File: src/rtl/program_loader_pkg.sv
// Shared constants for the UART program loader: command bytes and FSM encodings.
// Latency: n/a (constants and a pure helper function only).
// Backpressure: n/a.
package program_loader_pkg;

    // Command bytes recognised in IDLE / RUN
    localparam logic [7:0] CMD_LOAD_I = 8'hA5;
    localparam logic [7:0] CMD_LOAD_D = 8'h5A;
    localparam logic [7:0] CMD_RUN    = 8'hC3;
    localparam logic [7:0] CMD_HALT   = 8'h3C;

    // Loader state encodings
    localparam logic [2:0] LDR_IDLE    = 3'd0;
    localparam logic [2:0] LDR_CNT_LO  = 3'd1;
    localparam logic [2:0] LDR_CNT_HI  = 3'd2;
    localparam logic [2:0] LDR_PAYLOAD = 3'd3;
    localparam logic [2:0] LDR_RUN     = 3'd4;

    function automatic logic is_load_cmd(input logic [7:0] b);
        return (b == CMD_LOAD_I) || (b == CMD_LOAD_D);
    endfunction

endpackage

File: src/rtl/word_assembler.sv
// Little-endian byte-to-word assembler with a 2-bit byte counter.
// Latency: combinational word output on the byte that completes a word (0 cycles).
// Backpressure: none; every qualified byte is consumed.
// Ports: clk/rst (sync active-high), i_clr drops a partial word, i_byte_vld/i_byte_dat in,
//        o_word_vld pulses with the 4th byte, o_word_dat = {b3,b2,b1,b0}.
module word_assembler
    import program_loader_pkg::*;
(
    input  logic        clk,
    input  logic        rst,
    input  logic        i_clr,
    input  logic        i_byte_vld,
    input  logic [7:0]  i_byte_dat,
    output logic        o_word_vld,
    output logic [31:0] o_word_dat
);

    // Older bytes drift toward the LSB, so after three bytes r_shift = {b2,b1,b0}
    logic [23:0] r_shift;
    logic [1:0]  r_cnt;

    always_ff @(posedge clk) begin
        if (rst || i_clr) begin
            r_shift <= '0;
            r_cnt   <= '0;
        end else if (i_byte_vld) begin
            r_shift <= {i_byte_dat, r_shift[23:8]};
            r_cnt   <= r_cnt + 2'd1;
        end
    end

    assign o_word_vld = i_byte_vld && !i_clr && (r_cnt == 2'd3);
    assign o_word_dat = {i_byte_dat, r_shift};

endmodule

File: src/rtl/program_loader.sv
// Framed UART-byte loader for the instruction/data BRAMs plus core run control.
// Latency: BRAM write strobe one clock after the 4th payload byte of each word.
// Backpressure: none; accepts a byte every clock, aborts a frame after TIMEOUT_CYCLES idle clocks.
// Ports: clk/rst (sync active-high), rx_data/rx_valid byte strobe in; i_w_*/d_w_* BRAM write
//        ports; pc_stall/d_bram_init_done run control; busy/err/words_loaded status.
module program_loader
    import program_loader_pkg::*;
#(
    parameter int ADDR_WIDTH     = 12,
    parameter int DEPTH_WORDS    = 1024,
    parameter int TIMEOUT_CYCLES = 100000
)(
    input  logic                  clk,
    input  logic                  rst,
    input  logic [7:0]            rx_data,
    input  logic                  rx_valid,
    output logic [ADDR_WIDTH-1:0] i_w_addr,
    output logic [31:0]           i_w_dat,
    output logic                  i_w_enb,
    output logic [3:0]            i_w_byte_enb,
    output logic [ADDR_WIDTH-1:0] d_w_addr,
    output logic [31:0]           d_w_dat,
    output logic                  d_w_enb,
    output logic [3:0]            d_w_byte_enb,
    output logic                  d_bram_init_done,
    output logic                  pc_stall,
    output logic                  busy,
    output logic                  err,
    output logic [10:0]           words_loaded
);

    localparam int TW = $clog2(TIMEOUT_CYCLES + 1);

    logic [2:0]            r_state;
    logic                  r_tgt_d;
    logic [15:0]           r_cnt;
    logic [10:0]           r_words;
    logic                  r_err;
    logic [TW-1:0]         r_idle;
    logic [ADDR_WIDTH-1:0] r_i_addr;
    logic [31:0]           r_i_dat;
    logic                  r_i_enb;
    logic [ADDR_WIDTH-1:0] r_d_addr;
    logic [31:0]           r_d_dat;
    logic                  r_d_enb;

    logic                  w_busy;
    logic                  w_timeout;
    logic                  w_asm_vld;
    logic                  w_word_vld;
    logic [31:0]           w_word_dat;
    logic [15:0]           w_count;
    logic                  w_last;
    logic [ADDR_WIDTH-1:0] w_addr;

    assign w_busy    = (r_state == LDR_CNT_LO) || (r_state == LDR_CNT_HI) || (r_state == LDR_PAYLOAD);
    // A byte landing on the terminal count wins over the timeout
    assign w_timeout = w_busy && !rx_valid && (r_idle == TW'(TIMEOUT_CYCLES - 1));
    assign w_asm_vld = rx_valid && (r_state == LDR_PAYLOAD);
    assign w_count   = {rx_data, r_cnt[7:0]};
    // words_loaded doubles as the word index k of the word being written
    assign w_last    = ((16'(r_words) + 16'd1) == r_cnt);
    assign w_addr    = ADDR_WIDTH'({r_words, 2'b00});

    word_assembler u_asm (
        .clk        (clk),
        .rst        (rst),
        .i_clr      (w_timeout),
        .i_byte_vld (w_asm_vld),
        .i_byte_dat (rx_data),
        .o_word_vld (w_word_vld),
        .o_word_dat (w_word_dat)
    );

    always_ff @(posedge clk) begin
        if (rst) begin
            r_state  <= LDR_IDLE;
            r_tgt_d  <= 1'b0;
            r_cnt    <= '0;
            r_words  <= '0;
            r_err    <= 1'b0;
            r_idle   <= '0;
            r_i_addr <= '0;
            r_i_dat  <= '0;
            r_i_enb  <= 1'b0;
            r_d_addr <= '0;
            r_d_dat  <= '0;
            r_d_enb  <= 1'b0;
        end else begin
            r_i_enb <= 1'b0;
            r_d_enb <= 1'b0;

            if (!w_busy || rx_valid) r_idle <= '0;
            else                     r_idle <= r_idle + TW'(1);

            if (w_timeout) begin
                r_state <= LDR_IDLE;
                r_err   <= 1'b1;
            end else if (rx_valid) begin
                case (r_state)
                    LDR_IDLE: begin
                        if (is_load_cmd(rx_data)) begin
                            r_state <= LDR_CNT_LO;
                            r_tgt_d <= (rx_data == CMD_LOAD_D);
                            r_words <= '0;
                            r_err   <= 1'b0;
                        end else if (rx_data == CMD_RUN) begin
                            r_state <= LDR_RUN;
                            r_err   <= 1'b0;
                        end else begin
                            r_err   <= 1'b1;
                        end
                    end
                    LDR_CNT_LO: begin
                        r_cnt[7:0] <= rx_data;
                        r_state    <= LDR_CNT_HI;
                    end
                    LDR_CNT_HI: begin
                        r_cnt <= w_count;
                        if (w_count == 16'd0) begin
                            r_state <= LDR_IDLE;
                        end else if (w_count > 16'(DEPTH_WORDS)) begin
                            r_state <= LDR_IDLE;
                            r_err   <= 1'b1;
                        end else begin
                            r_state <= LDR_PAYLOAD;
                        end
                    end
                    LDR_PAYLOAD: begin
                        if (w_word_vld) begin
                            if (r_tgt_d) begin
                                r_d_addr <= w_addr;
                                r_d_dat  <= w_word_dat;
                                r_d_enb  <= 1'b1;
                            end else begin
                                r_i_addr <= w_addr;
                                r_i_dat  <= w_word_dat;
                                r_i_enb  <= 1'b1;
                            end
                            r_words <= r_words + 11'd1;
                            if (w_last) r_state <= LDR_IDLE;
                        end
                    end
                    LDR_RUN: begin
                        if (rx_data == CMD_HALT) begin
                            r_state <= LDR_IDLE;
                            r_err   <= 1'b0;
                        end
                    end
                    default: r_state <= LDR_IDLE;
                endcase
            end
        end
    end

    assign i_w_addr         = r_i_addr;
    assign i_w_dat          = r_i_dat;
    assign i_w_enb          = r_i_enb;
    assign i_w_byte_enb     = {4{r_i_enb}};
    assign d_w_addr         = r_d_addr;
    assign d_w_dat          = r_d_dat;
    assign d_w_enb          = r_d_enb;
    assign d_w_byte_enb     = {4{r_d_enb}};
    assign d_bram_init_done = (r_state == LDR_RUN);
    assign pc_stall         = (r_state != LDR_RUN);
    assign busy             = w_busy;
    assign err              = r_err;
    assign words_loaded     = r_words;

endmodule

File: config.mk
export PLATFORM = sky130hd
export DESIGN_NAME = program_loader
export DESIGN_NICKNAME = d
export VERILOG_FILES = /design/src/rtl/program_loader_pkg.sv /design/src/rtl/word_assembler.sv /design/src/rtl/program_loader.sv
export SDC_FILE = /design/constraint.sdc
export NUM_CORES = 1
export LEC_CHECK = 0
export CAP_MARGIN = 20
export CELL_PAD_IN_SITES_DETAIL_PLACEMENT = 0
export CELL_PAD_IN_SITES_GLOBAL_PLACEMENT = 1
export CORE_UTILIZATION = 38
export DETAILED_ROUTE_END_ITERATION = 12
export GPL_TIMING_DRIVEN = 0
export PLACE_DENSITY = 0.79
export SKIP_LAST_GASP = 1
export SLEW_MARGIN = 10
export SYNTH_ARGS = -nofsm -noshare
export SYNTH_HDL_FRONTEND = slang
export SYNTH_SLANG_ARGS = --single-unit
File: constraint.sdc
create_clock -name clk -period 2.15 [get_ports clk]
set_input_delay 0.43 -clock clk [delete_from_list [all_inputs] [get_ports clk]]
set_output_delay 0.43 -clock clk [all_outputs]
set_load 0.005 [all_outputs]
==> qor.csv <==
metric,value,unit
status,completed,
number of synthesized flops with an enable pin,0,
GRT overflow,0,
CORE AREA,17200,um^2
sequential area share after synthesis,48.4,%
number of setup violations in the final report,0,
Tightest Hold Check Type,input pin to flop,
Fmax,467,MHz
Synth area leader,dfxtp_1,
worst slew pin tran,0.945,ns
clk buf depth,2,
syn avg cell area,7.84,um^2
WL final,18600,um
pin count of the biggest net entering global routing,17,
RD Place Congestion,0.819,
CTS tree,built,
io pins,124,
R2R Setup Slk,0.01,ns
CP endpoint kind,flop,
die width,134,um
Max-Slew Margin vs Limit,36.5,%
Setup Skew,0.0101,ns
synth warn,0,
Worst Setup Path Type,flop to flop,
Die Ht,134,um
Static Leakage,0.00295,uW
Root Driver,clkbuf_16,
fraction of registers with async set/reset,0,%
H-tree levels,4,
Post-Synthesis Cells,850,
Critical Path AT,2.48,ns
Power Dens Cells,673,nW/um^2
Bufs and invs on worst path,1,
"Clk Latency, worst-skew pair",0.43,ns
RSZ-0062 raised after global routing,yes,
Power Total,5900,uW
crit-path cells,"buf_2, nand3_1, nor3_2, mux2_2, o32ai_4, o21ai_0, a21oi_1",
vias in the first global route,5580,
"Reg clk slew, reported paths",0.07,ns
CP Launch Type,flop,
layout net count,1001,
initial antenna violation count,1,
ys flop type,dfxtp_1,
placed cell count,1193,
vias per inst,5.02,
first-pass iteration count of the detailed router,5,
global-route wire length before repair,29500,um
Max-cap violations,0,
Synth-to-Final Area Change,31.5,%
Die Area,18100,um^2
wire per inst,15.2,um
#FFs+latches synth,161,
n_diodes,0,
number of remaining DRC errors,0,
CTS Hold Bufs,0,
synth top area cells,"dfxtp_1 48%, nand2_1 15%, a21oi_1 11%",
Top Family by Delay on Critical Path,compound AO/OA/AOI/OAI gates,
Worst path slowest cell,mux2_2,
final slew viol count,0,
Layout fillers,1733,
CTS sink cnt,161,
"non-filler cells, final",1225,
count of unique library cells instantiated by Yosys,54,
CTS buffer count,17,
"slowest stage delay, CP",0.39,ns
fin crit share,99.5,%
Critical Path RT,2.49,ns
top cell type's share of synthesized area,48.4,%
IO Port Bufs,115,
ratio of cells with drive above 1 in the final layout,10.2,%
vias,6149,
drt initial violations,462,
final hold violation count,0,
final worst path period need,2.14,ns
row cnt,48,
post-detail-place hpwl,13000,um
Antenna Nets Post-Route,0,
peak supply drop,0.000580,V
synthesized cell area,6660,um^2
gr usage total,20.9,%
CP max FO,9,
Initial Util,38.6,%
[cell usage in the layout (no fill, tap or decap), types with 4 or more instances in the layout]
master,n
a21oi_1,144
and2_1,7
and3_1,7
buf_2,15
buf_4,19
clkbuf_1,32
clkbuf_16,17
clkdlybuf4s50_1,108
clkinv_2,4
clkinv_4,4
conb_1,4
dfxtp_1,158
dlymetal6s2s_1,4
inv_1,7
mux2i_1,4
nand2_1,267
nand2b_1,7
nand3_1,17
nand4_1,5
nor2_1,35
nor3_1,6
nor4_1,6
o21ai_0,14
or4_1,5
xnor2_1,16
xor2_1,13
[power breakdown]
part / leakage (uW) / switching (uW) / internal (uW)
registers: 0.00130 / 1.28 / 2980
logic: 0.00139 / 97.8 / 38.5
clock network: 0.000263 / 1290 / 1490
total: 0.00295 / 1380 / 4510
[sequential cells by signal, indices dropped and copies added (netlist names)]
| register | count |
|---|---|
| r_state | 3 |
| u_asm.r_shift | 24 |
| err | 1 |
| d_w_dat | 32 |
| i_w_dat | 32 |
| u_asm.r_cnt | 2 |
| words_loaded | 11 |
| d_w_addr | 10 |
| i_w_enb | 1 |
| r_cnt | 16 |
| r_idle | 17 |
| r_tgt_d | 1 |
| d_w_enb | 1 |
| i_w_addr | 10 |
[worst register-to-register path, delay by kind of cell (launching register included)]
kind	cells	cell delay [ns]
DFF	1	0.33
AOI/OAI and AO/OA	3	0.61
buffers and inverters	1	0.22
muxes	1	0.39
and+or+nand+nor	2	0.51
[cells by family (layout without fill, tap and decap cells)]
kind of cell	Yosys count	in the layout	share of synthesized area [%]
simple gates	395	395	26.1
compound gates	177	177	14.6
flops	161	161	48.4
buf+inv	79	226	5.80
xor+xnor	29	29	3.81
mux	5	5	0.770
fa+ha+maj	3	3	0.564
other cells	1	4	0.0563
[timing repair]
action | 4_1_cts | 5_1_grt
pin swaps | 1 | 5
buffers inserted | 1 | 1
setup endpoints to repair | 75 | 121
resized for setup | 17 | 21
[stage by stage]
stage	utilization, %	setup WS [ns]	TNS, ns	hold slack (ns)	instance area, um^2
2_1_floorplan	-	0.194	0	0.436	6670
3_3_place_gp	47.0	-0.473	-17.20	0.441	8110
3_5_place_dp	47.0	-0.489	-18.21	0.446	8110
4_1_cts	50.4	-0.0242	-0.0242	0.281	8690
5_1_grt	50.8	-0.0604	-0.0995	0.293	8760
6_report	50.8	0.00996	0	0.290	8760
[synth_stat cells, drive strengths merged (2+ instances only)]
master	n
inv	7
or3	3
nor3b	4
mux2i	4
ha	3
nand2b	8
nor2	38
dfxtp	161
nand4b	3
nor4	7
o41ai	2
and3	7
a22oi	2
nand2	271
nand3	18
and4bb	4
o21ai	15
a21oi	144
nor3	9
xnor2	16
buf	35
nand4	5
or4	5
and2	8
o2111ai	2
xor2	13
clkbuf	37
nand3b	2
[per-layer routing]
metal  vias up  wire (um)  share of wire (%)  global-route usage (%)
met5         -          0                  0                       0
li1       3088          -                  -                       -
met3        17       1210                6.5                    5.03
met4         0        250                1.3                    6.93
met2       181       8080                 43                    31.2
met1      2863       9110                 49                    29.4
[final timing paths]
kind | to | cells past startpoint | from
setup reg to reg | r_state[0] | 7 | words_loaded[5]
setup / recovery | r_state[0] | 7 | words_loaded[5]
hold reg to reg | i_w_addr[8] | 2 | i_w_addr[8]
hold / removal | d_w_dat[26] | 3 | rx_data[2]
[layout make-up]
type / count / area, um^2 / area share (%)
timing repair buffer: 117 / 1170 / 13.4
tap: 225 / 282 / 3.21
clock inverter: 14 / 108 / 1.23
multi-input combinational: 613 / 3140 / 35.9
inverter: 7 / 26.3 / 0.300
clock buffer: 18 / 429 / 4.90
buffer: 70 / 372 / 4.24
sequential: 161 / 3230 / 36.8
(Power assumes the default switching activity.)
